===== src/rtl/painterengine_gpu_pkg.sv =====
// painterengine_gpu_pkg: FSM state codes, o_wire_state field offsets and pixel-size codes
// shared by the frame fetcher and its block calculator.
package painterengine_gpu_pkg;
    typedef enum logic [2:0] {
        ST_IDLE       = 3'd0,
        ST_CALC       = 3'd1,
        ST_WAIT_SPACE = 3'd2,
        ST_STREAM     = 3'd3,
        ST_RETRY      = 3'd4,
        ST_CHECK      = 3'd5,
        ST_DONE       = 3'd6,
        ST_ERROR      = 3'd7
    } fetch_state_t;
    typedef enum logic [1:0] {PIX_1B = 2'd0, PIX_2B = 2'd1, PIX_4B = 2'd2} pixel_size_t;
    localparam int STATE_FSM_LSB   = 0;
    localparam int STATE_FD_BIT    = 8;
    localparam int STATE_ERROR_BIT = 9;
    localparam int STATE_BUSY_BIT  = 10;
    localparam int STATE_YDONE_BIT = 11;
    localparam int STATE_RETRY_LSB = 24;
    // Code 3 has no wider pixel behind it; fold it onto 4-byte pixels.
    function automatic logic [1:0] norm_pbl2(input logic [1:0] p);
        return (p == 2'd3) ? 2'(PIX_4B) : p;
    endfunction
endpackage


===== src/rtl/painterengine_gpu_block_calc.sv =====
// painterengine_gpu_block_calc: combinational size/address of the next reader block
// starting at pixel x of the current line.
module painterengine_gpu_block_calc #(
    parameter int PARAM_BLOCK_PIXELS = 64
) (
    input  logic [15:0] x,
    input  logic [15:0] width,
    input  logic [31:0] line_base,
    input  logic [1:0]  pbl2,
    output logic [15:0] len_px,
    output logic [31:0] address,
    output logic [31:0] length
);
    localparam logic [15:0] BLOCK = 16'(PARAM_BLOCK_PIXELS);
    logic [15:0] remain;
    assign remain  = width - x;
    assign len_px  = (remain < BLOCK) ? remain : BLOCK;
    assign address = line_base + (32'(x) << pbl2);
    assign length  = 32'(len_px) << pbl2;
endmodule


===== src/rtl/painterengine_gpu_frame_fetcher.sv =====
// painterengine_gpu_frame_fetcher: walks a clipped window of a pitched framebuffer in blocks for the DMA reader.
// Optional double buffering with PAINTERENGINE_GPU_FETCH_DOUBLE_BUFFER_EN.
module painterengine_gpu_frame_fetcher
    import painterengine_gpu_pkg::*;
#(
    parameter int PARAM_BLOCK_PIXELS = 64,
    parameter int PARAM_COUNT_W      = 8,
    parameter int PARAM_MAX_RETRY    = 3
) (
    input  logic                     i_wire_clock,
    input  logic                     i_wire_reset,
    input  logic                     i_wire_start,
    input  logic                     i_wire_abort,
    input  logic                     i_wire_continuous,
    input  logic [31:0]              i_wire_image_address,
    input  logic [15:0]              i_wire_image_stride,
    input  logic [15:0]              i_wire_clip_width,
    input  logic [15:0]              i_wire_clip_height,
    input  logic [1:0]               i_wire_pixel_bytes_log2,
    input  logic [PARAM_COUNT_W-1:0] i_wire_fifo_free_count,
    input  logic [31:0]              i_wire_back_address,
    input  logic                     i_wire_swap_request,
    output logic                     o_wire_swap_ack,
    output logic [31:0]              o_wire_reader_address,
    output logic [31:0]              o_wire_reader_length,
    output logic                     o_wire_reader_resetn,
    input  logic                     i_wire_reader_done,
    input  logic                     i_wire_reader_error,
    output logic                     o_wire_frame_done,
    output logic                     o_wire_busy,
    output logic [31:0]              o_wire_state
);
    localparam logic [7:0] MAX_RETRY = 8'(PARAM_MAX_RETRY);
    fetch_state_t st, st_n;
    logic [15:0] x, y, width_l, height_l, len_px, calc_len_px, stride_l, y_inc;
    logic [31:0] line_base, base_l, calc_addr, calc_len, frame_base;
    logic [7:0]  retry_cnt;
    logic [1:0]  pbl2_l;
    logic        fd_sticky, y_done, start_ok, empty, line_end, frame_end, space_ok, take;
    assign start_ok  = i_wire_start && (st == ST_IDLE || st == ST_DONE);
    assign empty     = (i_wire_clip_width == 16'd0) || (i_wire_clip_height == 16'd0);
    assign y_inc     = y + 16'd1;
    assign line_end  = x == width_l;
    assign frame_end = line_end && (y_inc == height_l);
    assign space_ok  = 32'({i_wire_fifo_free_count, 2'b00}) >= o_wire_reader_length;
`ifdef PAINTERENGINE_GPU_FETCH_DOUBLE_BUFFER_EN
    logic front, pend;
    assign take       = (pend | i_wire_swap_request) & ~i_wire_abort & (start_ok | ((st == ST_CHECK) & frame_end));
    assign frame_base = (front ^ take) ? i_wire_back_address : i_wire_image_address;
    always_ff @(posedge i_wire_clock or posedge i_wire_reset)
        if (i_wire_reset) begin
            front <= 1'b0;
            pend  <= 1'b0;
        end else begin
            front <= front ^ take;
            pend  <= (pend | i_wire_swap_request) & ~take;
        end
`else
    logic unused_swap;
    assign unused_swap = ^{i_wire_back_address, i_wire_swap_request};
    assign take        = 1'b0;
    assign frame_base  = i_wire_image_address;
`endif
    painterengine_gpu_block_calc #(.PARAM_BLOCK_PIXELS(PARAM_BLOCK_PIXELS)) u_calc (
        .x(x), .width(width_l), .line_base(line_base), .pbl2(pbl2_l),
        .len_px(calc_len_px), .address(calc_addr), .length(calc_len)
    );
    always_ff @(posedge i_wire_clock or posedge i_wire_reset)
        if (i_wire_reset) st <= ST_IDLE;
        else st <= st_n;
    always_comb begin
        st_n = st;
        case (st)
            ST_IDLE, ST_DONE: st_n = start_ok ? (empty ? ST_DONE : ST_CALC) : st;
            ST_CALC:          st_n = ST_WAIT_SPACE;
            ST_WAIT_SPACE:    st_n = space_ok ? ST_STREAM : st;
            // error outranks a coincident done
            ST_STREAM:        st_n = i_wire_reader_error ? ((retry_cnt < MAX_RETRY) ? ST_RETRY : ST_ERROR)
                                   : (i_wire_reader_done ? ST_CHECK : st);
            ST_RETRY:         st_n = ST_STREAM;
            ST_CHECK:         st_n = (frame_end && !i_wire_continuous) ? ST_DONE : ST_CALC;
            default:          st_n = st;
        endcase
        if (i_wire_abort) st_n = ST_IDLE;
    end
    always_ff @(posedge i_wire_clock or posedge i_wire_reset)
        if (i_wire_reset) begin
            x <= '0; y <= '0; width_l <= '0; height_l <= '0; stride_l <= '0; pbl2_l <= '0;
            line_base <= '0; base_l <= '0; len_px <= '0; retry_cnt <= '0;
            o_wire_reader_address <= '0; o_wire_reader_length <= '0;
            o_wire_frame_done <= 1'b0; o_wire_swap_ack <= 1'b0; fd_sticky <= 1'b0; y_done <= 1'b0;
        end else begin
            o_wire_frame_done <= 1'b0;
            o_wire_swap_ack   <= take;
            if (i_wire_abort) begin
                x <= '0; y <= '0; retry_cnt <= '0;
            end else if (start_ok) begin
                width_l <= i_wire_clip_width; height_l <= i_wire_clip_height; stride_l <= i_wire_image_stride;
                pbl2_l <= norm_pbl2(i_wire_pixel_bytes_log2);
                base_l <= frame_base; line_base <= frame_base;
                x <= '0; y <= '0; retry_cnt <= '0;
                o_wire_frame_done <= empty; fd_sticky <= empty; y_done <= 1'b0;
            end else begin
                case (st)
                    ST_CALC: begin
                        o_wire_reader_address <= calc_addr;
                        o_wire_reader_length  <= calc_len;
                        len_px                <= calc_len_px;
                    end
                    ST_STREAM: if (!i_wire_reader_error && i_wire_reader_done) begin
                        x <= x + len_px;
                        retry_cnt <= '0;
                    end
                    ST_RETRY: retry_cnt <= retry_cnt + 8'd1;
                    ST_CHECK: if (line_end) begin
                        x <= '0;
                        y <= (frame_end && i_wire_continuous) ? '0 : y_inc;
                        line_base <= !frame_end ? line_base + 32'(stride_l) : (take ? frame_base : base_l);
                        if (frame_end) begin
                            base_l <= take ? frame_base : base_l;
                            o_wire_frame_done <= 1'b1;
                            fd_sticky <= 1'b1;
                            y_done <= 1'b1;
                        end
                    end
                    default: ;
                endcase
            end
        end
    assign o_wire_reader_resetn = st == ST_STREAM;
    assign o_wire_busy = !(st == ST_IDLE || st == ST_DONE || st == ST_ERROR);
    always_comb begin
        o_wire_state = '0;
        o_wire_state[STATE_FSM_LSB +: 3]   = st;
        o_wire_state[STATE_FD_BIT]         = fd_sticky;
        o_wire_state[STATE_ERROR_BIT]      = st == ST_ERROR;
        o_wire_state[STATE_BUSY_BIT]       = o_wire_busy;
        o_wire_state[STATE_YDONE_BIT]      = y_done;
        o_wire_state[STATE_RETRY_LSB +: 8] = retry_cnt;
    end
endmodule


===== config.mk =====
export PLATFORM = sky130hd
export DESIGN_NAME = painterengine_gpu_frame_fetcher
export DESIGN_NICKNAME = d
export VERILOG_FILES = /design/src/rtl/painterengine_gpu_pkg.sv /design/src/rtl/painterengine_gpu_block_calc.sv /design/src/rtl/painterengine_gpu_frame_fetcher.sv
export SDC_FILE = /design/constraint.sdc
export NUM_CORES = 1
export LEC_CHECK = 0
export ABC_AREA = 1
export BUFFER_PORTS_ARGS = -buffer_cell sky130_fd_sc_hd__buf_2
export CELL_PAD_IN_SITES_DETAIL_PLACEMENT = 1
export CELL_PAD_IN_SITES_GLOBAL_PLACEMENT = 2
export CORE_MARGIN = 3
export CORE_UTILIZATION = 36
export CTS_CLUSTER_DIAMETER = 50
export CTS_CLUSTER_SIZE = 30
export DETAILED_ROUTE_END_ITERATION = 8
export GPL_ROUTABILITY_DRIVEN = 0
export PLACE_DENSITY = 0.87
export SETUP_SLACK_MARGIN = 0.4
export SLEW_MARGIN = 5
export SYNTH_ARGS = -nofsm -noshare
export SYNTH_HDL_FRONTEND = slang
export SYNTH_HIERARCHICAL = 1
export SYNTH_SLANG_ARGS = --single-unit

===== constraint.sdc =====
create_clock -name i_wire_clock -period 23.1 [get_ports i_wire_clock]
set_input_delay 2.31 -clock i_wire_clock [delete_from_list [all_inputs] [get_ports i_wire_clock]]
set_output_delay 2.31 -clock i_wire_clock [all_outputs]
set_load 0.02 [all_outputs]

== Word level (Yosys, flattened, before mapping) ==
Index checks and enable logic that the tools add are counted.

* Output and inout bits: 100
* Input port bits: 130
* Word-level logic and storage cells: 114
* Register bits: 240

* $add $sub $neg: 6
* Muxes and demuxes: 39
* Equality and inequality tests: 15
* Order comparisons: 3
* Reductions and logical operators: 31
* Shift-type cells: 2
* Bitwise gates (word level): 2

{| class="wikitable"
|+ Operators by type and width
! kind !! number
|-
| 16-bit two-way mux || 10
|-
| 32-bit two-way mux || 4
|-
| 16-bit by 2-bit left shift with 32-bit output || 2
|-
| 32-bit by 16-bit adder with 32-bit output || 1
|-
| 32-bit adder || 1
|-
| 16-bit == test || 2
|-
| 10-bit by 32-bit greater-or-equal comparator with 1-bit output || 1
|-
| 16-bit zero test || 2
|-
| 16-bit case mux with 2 select lines || 1
|-
| 8-bit two-way mux || 3
|-
| 3-bit two-way mux || 7
|-
| 3-bit case mux with 6 select lines || 1
|-
| 16-bit by 1-bit adder with 16-bit output, second input constant || 1
|-
| 16-bit adder || 1
|-
| 16-bit by 7-bit less-than comparator with 1-bit output, second input constant || 1
|-
| 8-bit case mux with 2 select lines || 1
|-
| 16-bit subtractor || 1
|-
| 3-bit == test, second input constant || 4
|-
| 1-bit two-way mux || 10
|-
| 3-bit AND reduction || 3
|-
| 8-bit by 1-bit adder with 8-bit output, second input constant || 1
|-
| 8-bit by 2-bit less-than comparator with 1-bit output, second input constant || 1
|-
| 4-bit by 2-bit inequality test with 1-bit output, second input constant || 2
|-
| 4-bit AND reduction || 2
|-
| other kinds (17) || 35
|}

== Longest topological paths before layout ==
* Depth in word-level cells: 9
* Depth in mapped cells: 22
* Mapped depth without buffers: 21

== Hierarchy ==
The synthesis kept the hierarchy.

{| class="wikitable"
|+ Modules (own cells, without submodules)
! module !! cells an instance !! times used !! area each (um^2)
|-
| painterengine_gpu_frame_fetcher || 1,764 || 1 || 13,646.8
|-
| painterengine_gpu_block_calc || 597 || 1 || 3,213.1
|}

== Worst setup path after synthesis ==
No wires, ideal clock.

* Kind: flip-flop to output port
* Start point: register st[2]
* End point: output o_wire_state[10]
* Cell stages (with the launch flop): 7
* Slack: 19.553 ns
* Path buffers: 2
* Arrival time: 1.237 ns
* Path through: dfrtp_1 -> buf_2 -> inv_1 -> nor2_1 -> nor2_1 -> inv_1 -> buf_4

* Longest elaborated chain between the ends: 4
* Elaborated cells on any way between the ends: 6
* Those cells by class: 2 x eq/ne; 4 x reduce/logical

{| class="wikitable"
|+ RTL lines
! item !! line !! RTL
|-
| start, declared || painterengine_gpu_frame_fetcher.sv:34 || <nowiki>fetch_state_t st, st_n;</nowiki>
|-
| start signal, assigned || painterengine_gpu_frame_fetcher.sv:70 || <nowiki>else st <= st_n;</nowiki>
|-
| 3-bit == test / 3-bit zero test (equally long branches) || painterengine_gpu_frame_fetcher.sv:131 || <nowiki>assign o_wire_busy = !(st == ST_IDLE || st == ST_DONE || st == ST_ERROR);</nowiki>
|-
| 1-bit logical OR || painterengine_gpu_frame_fetcher.sv:131 ||
|-
| 1-bit logical OR * || painterengine_gpu_frame_fetcher.sv:131 ||
|-
| 1-bit zero test * || painterengine_gpu_frame_fetcher.sv:131 ||
|-
| end, declared || painterengine_gpu_frame_fetcher.sv:31 || <nowiki>output logic [31:0] o_wire_state</nowiki>
|}

Mark *: on every way between the ends. The rest lies on a longest branch, timed or not.

== Worst setup path after layout ==
* Start point: input i_wire_start
* End point: register o_wire_reader_address[28]

* Longest elaborated chain between the ends: 3

{| class="wikitable"
|+ RTL lines
! item !! line !! RTL
|-
| start, declared || painterengine_gpu_frame_fetcher.sv:12 || <nowiki>input logic i_wire_start,</nowiki>
|-
| 1-bit logical AND || painterengine_gpu_frame_fetcher.sv:40 || <nowiki>assign start_ok = i_wire_start && (st == ST_IDLE || st == ST_DONE);</nowiki>
|-
| 1-bit inverter (no source line) || n/a ||
|-
| 3-bit AND reduction (no source line) || n/a ||
|-
| end signal, assigned || painterengine_gpu_frame_fetcher.sv:106 || <nowiki>o_wire_reader_address <= calc_addr;</nowiki>
|-
| end, declared || painterengine_gpu_frame_fetcher.sv:24 || <nowiki>output logic [31:0] o_wire_reader_address,</nowiki>
|}

Every way passes these cells.
A chain may end at the register's enable or synchronous reset.

==> flow_metrics.env <==
export IMPL_synthTopCellsByArea="sky130_fd_sc_hd__dfrtp_1 36%, sky130_fd_sc_hd__nand2_1 18%, sky130_fd_sc_hd__inv_1 5.9%, sky130_fd_sc_hd__ha_1 5.6%, sky130_fd_sc_hd__mux2_2 4.7%"
export IMPL_cts_tree="done"
export IMPL_timing_final_setup_violations=0
export IMPL_status="finished clean"
export IMPL_pin_count_of_the_biggest_net_entering_global_routing=112
export IMPL_detailed_place_hpwl_um=41700
export IMPL_max_freq_mhz=226
export IMPL_synth_register_bits=240
export IMPL_power_mw=2.97
export IMPL_detailed_route_wire_length_per_cell_um=17.3
export IMPL_coreArea_um2=45800
export IMPL_detailroute_via_count=15500
export IMPL_worst_ir_drop_vdd_mv=0.0685
export IMPL_initial_utilization_pct=36.8
export IMPL_cell_row_count=78
export IMPL_synth_edff_count=0
export IMPL_synth_top_cell_area_share_pct=35.6
export IMPL_path_clk_slew_ns=0.05
export IMPL_synth_area_leader_cell="sky130_fd_sc_hd__dfrtp_1"
export IMPL_buffer_ports_inserted=178
export IMPL_power_per_cell_area_nw_per_um2=153
export IMPL_slew_headroom_pct=32.8
export IMPL_drc=0
export IMPL_synthesis_yosys_warnings=6
export IMPL_max_clock_path_buffers=3
export IMPL_fp_dieW_um=222
export IMPL_synthesis_area_per_instance_um2=7.14
export IMPL_critical_path_peak_fanout=80
export IMPL_boundaryPins=230
export IMPL_cts_sink_count=240
export IMPL_power_leakage_nw=10.2
export IMPL_detailedRoute_firstIterationViolations=644
export IMPL_number_of_routed_nets_with_antenna_violations=0
export IMPL_maxCapViolations=0
export IMPL_insertion_delay_ns=0.55
export IMPL_finalHoldViolations=0
export IMPL_period_minus_slack_ns=4.43
export IMPL_drt_first_pass_iters=5
export IMPL_synth_ff_type="sky130_fd_sc_hd__dfrtp_1"
export IMPL_rsz0062_at_grt="false"
export IMPL_critPathKind="in -> reg"
export IMPL_final_max_slew_violation_count=0
export IMPL_worstMarginPinSlew_ns=1.01
export IMPL_hold_path_class="reg -> reg"
export IMPL_arrival_ns=4.85
export IMPL_pre_cts_ws_ns=18.10
export IMPL_globalRouteOverflowTotal=0
export IMPL_crit_required_ns=23.52
export IMPL_timing_critical_path_to_type="flip-flop"
export IMPL_commonest_cells_in_the_synthesized_netlist="820 x sky130_fd_sc_hd__nand2_1, 267 x sky130_fd_sc_hd__inv_1, 240 x sky130_fd_sc_hd__dfrtp_1"
export IMPL_grt_use_total_pct=21.9
export IMPL_critical_path_startpoint_type="input port"
export IMPL_die_area_um2=49500
export IMPL_clock_skew_final_ns=0.0247
export IMPL_area_growth_synth_to_final_pct=14.9
export IMPL_setup_total_neg_slack_ns=0
export IMPL_die_height_um=222
export IMPL_vias_per_cell=4.93
export IMPL_synthesis_instances=2361
export IMPL_n_antenna_cell=0
export IMPL_number_of_antenna_violations_at_the_first_check_in_global_routing=4
export IMPL_cts_made_buffers=37
export IMPL_cts_root_buf="sky130_fd_sc_hd__clkbuf_16"
export IMPL_post_synth_top_count_cell="sky130_fd_sc_hd__nand2_1"
export IMPL_first_global_vias=16600
export IMPL_totalWireLength_um=54400
export IMPL_nNetsFinal=2728
export IMPL_h_tree_lvl_count=2
export IMPL_mappedNetlistArea_um2=16900
export IMPL_asyncSetResetFlopFracSynth_pct=100
export IMPL_netlist_cell_types=51
export IMPL_ff2ff_setup_slack_ns=19.52
export IMPL_post_route_worst_setup_slack_ns=18.67
export IMPL_ctsHoldBuffers=0
export IMPL_cts_resizes=0
export IMPL_grt_first_pass_wirelength_um=88600
export IMPL_synth_yosys_seq_area_share_pct=35.6
export IMPL_fraction_of_final_layout_cells_with_drive_strength_greater_than_1_pct=14.2
export IMPL_cts_post_setup_buffers_inserted=0
export IMPL_final_period_utilization_pct=19.2
kinds of logic after synthesis:
group | synth area share, %
and+or+nand+nor | 29.7
other | 0.0445
xor gates and xnor gates | 4.48
muxes | 5.33
AOI/OAI and AO/OA | 8.43
buffers and inverters | 10.4
DFF | 35.6
adders and majority gates | 6.04
report_power, final:
group | internal (mW) | switching [mW] | total, mW
combinational | 0.569 | 1.05 | 1.62
sequential | 0.598 | 0.170 | 0.768
clock | 0.374 | 0.214 | 0.588
total | 1.54 | 1.43 | 2.97
registers in the layout (all words and copies together), names as in the netlist:
name	flops
base_l	32
line_base	32
o_wire_reader_address	32
o_wire_reader_length	32
height_l	16
len_px	16
stride_l	16
width_l	16
x	16
y	16
retry_cnt	8
st	3
pbl2_l	2
fd_sticky	1
o_wire_frame_done	1
y_done	1
critical path, cell delays in order:
cell,delay (ns)
sky130_fd_sc_hd__buf_2,0.11
sky130_fd_sc_hd__nand2_2,0.05
sky130_fd_sc_hd__buf_4,0.58
sky130_fd_sc_hd__nand2_1,0.33
sky130_fd_sc_hd__inv_1,0.32
sky130_fd_sc_hd__nand2_4,0.18
sky130_fd_sc_hd__buf_4,0.41
sky130_fd_sc_hd__mux2_2,0.43
placed cells by master (no fill, tap or decap), types with 4 or more instances in the layout:
master and count:
sky130_fd_sc_hd__mux2_2 70, sky130_fd_sc_hd__clkinv_2 5, sky130_fd_sc_hd__nor2_1 198, sky130_fd_sc_hd__nand3b_1 9
sky130_fd_sc_hd__xor2_1 45, sky130_fd_sc_hd__o21a_1 5, sky130_fd_sc_hd__clkbuf_16 39, sky130_fd_sc_hd__nand3_2 5
sky130_fd_sc_hd__clkbuf_1 6, sky130_fd_sc_hd__nor2_2 7, sky130_fd_sc_hd__fa_1 4, sky130_fd_sc_hd__mux2i_1 11
sky130_fd_sc_hd__clkbuf_8 6, sky130_fd_sc_hd__clkinvlp_4 5, sky130_fd_sc_hd__nor4_1 20, sky130_fd_sc_hd__o21ai_0 131
sky130_fd_sc_hd__o21bai_1 6, sky130_fd_sc_hd__nand4_1 37, sky130_fd_sc_hd__nor3_1 18, sky130_fd_sc_hd__inv_1 266
sky130_fd_sc_hd__xnor2_1 36, sky130_fd_sc_hd__a21oi_1 81, sky130_fd_sc_hd__inv_2 10, sky130_fd_sc_hd__o21ai_1 13
sky130_fd_sc_hd__o22ai_1 5, sky130_fd_sc_hd__buf_2 178, sky130_fd_sc_hd__bufinv_16 4, sky130_fd_sc_hd__nor2_4 4
sky130_fd_sc_hd__dfrtp_1 240, sky130_fd_sc_hd__nand3_1 83, sky130_fd_sc_hd__a31oi_1 5, sky130_fd_sc_hd__conb_1 49
sky130_fd_sc_hd__nand2_1 818, sky130_fd_sc_hd__nand2_2 9, sky130_fd_sc_hd__buf_4 10, sky130_fd_sc_hd__ha_1 75
sky130_fd_sc_hd__a21o_1 4
worst paths after layout:
path,startpoint,end,cells after the start
setup / recovery,i_wire_start,o_wire_reader_address[28],8
hold / removal,stride_l[0],stride_l[0],2
setup reg to reg,pbl2_l[0],o_wire_reader_address[23],16
hold reg to reg,stride_l[0],stride_l[0],2
max in group asynchronous,i_wire_reset,stride_l[15],4
min in group asynchronous,i_wire_reset,base_l[27],2
cell type report:
cell class	instances	area (um^2)
multi-input combinational	1774	9310
inverter	278	1050
tap	600	751
fill	5849	26400
clock buffer	51	1080
sequential	240	6010
timing repair buffer	188	966
clock inverter	17	209
through the flow:
stage	hold WS, ns	utilization (%)	cell area [um^2]	instances
floorplan	0.448	-	17000	2408
global placement	0.468	39.5	18100	3080
detailed placement	0.472	39.5	18100	3080
CTS	0.489	42.3	19400	3148
global route	0.516	42.3	19400	3148
finish	0.489	42.3	19400	3148
per-layer routing:
layer	up-vias	global-route usage (%)	share of wire, %
met1	7505	28.8	46
met2	221	37.6	48
li1	7727	-	-
met3	69	3.50	3.9
met5	-	0	0.081
met4	8	5.93	2.2
Power figures use the tool's default switching activity.
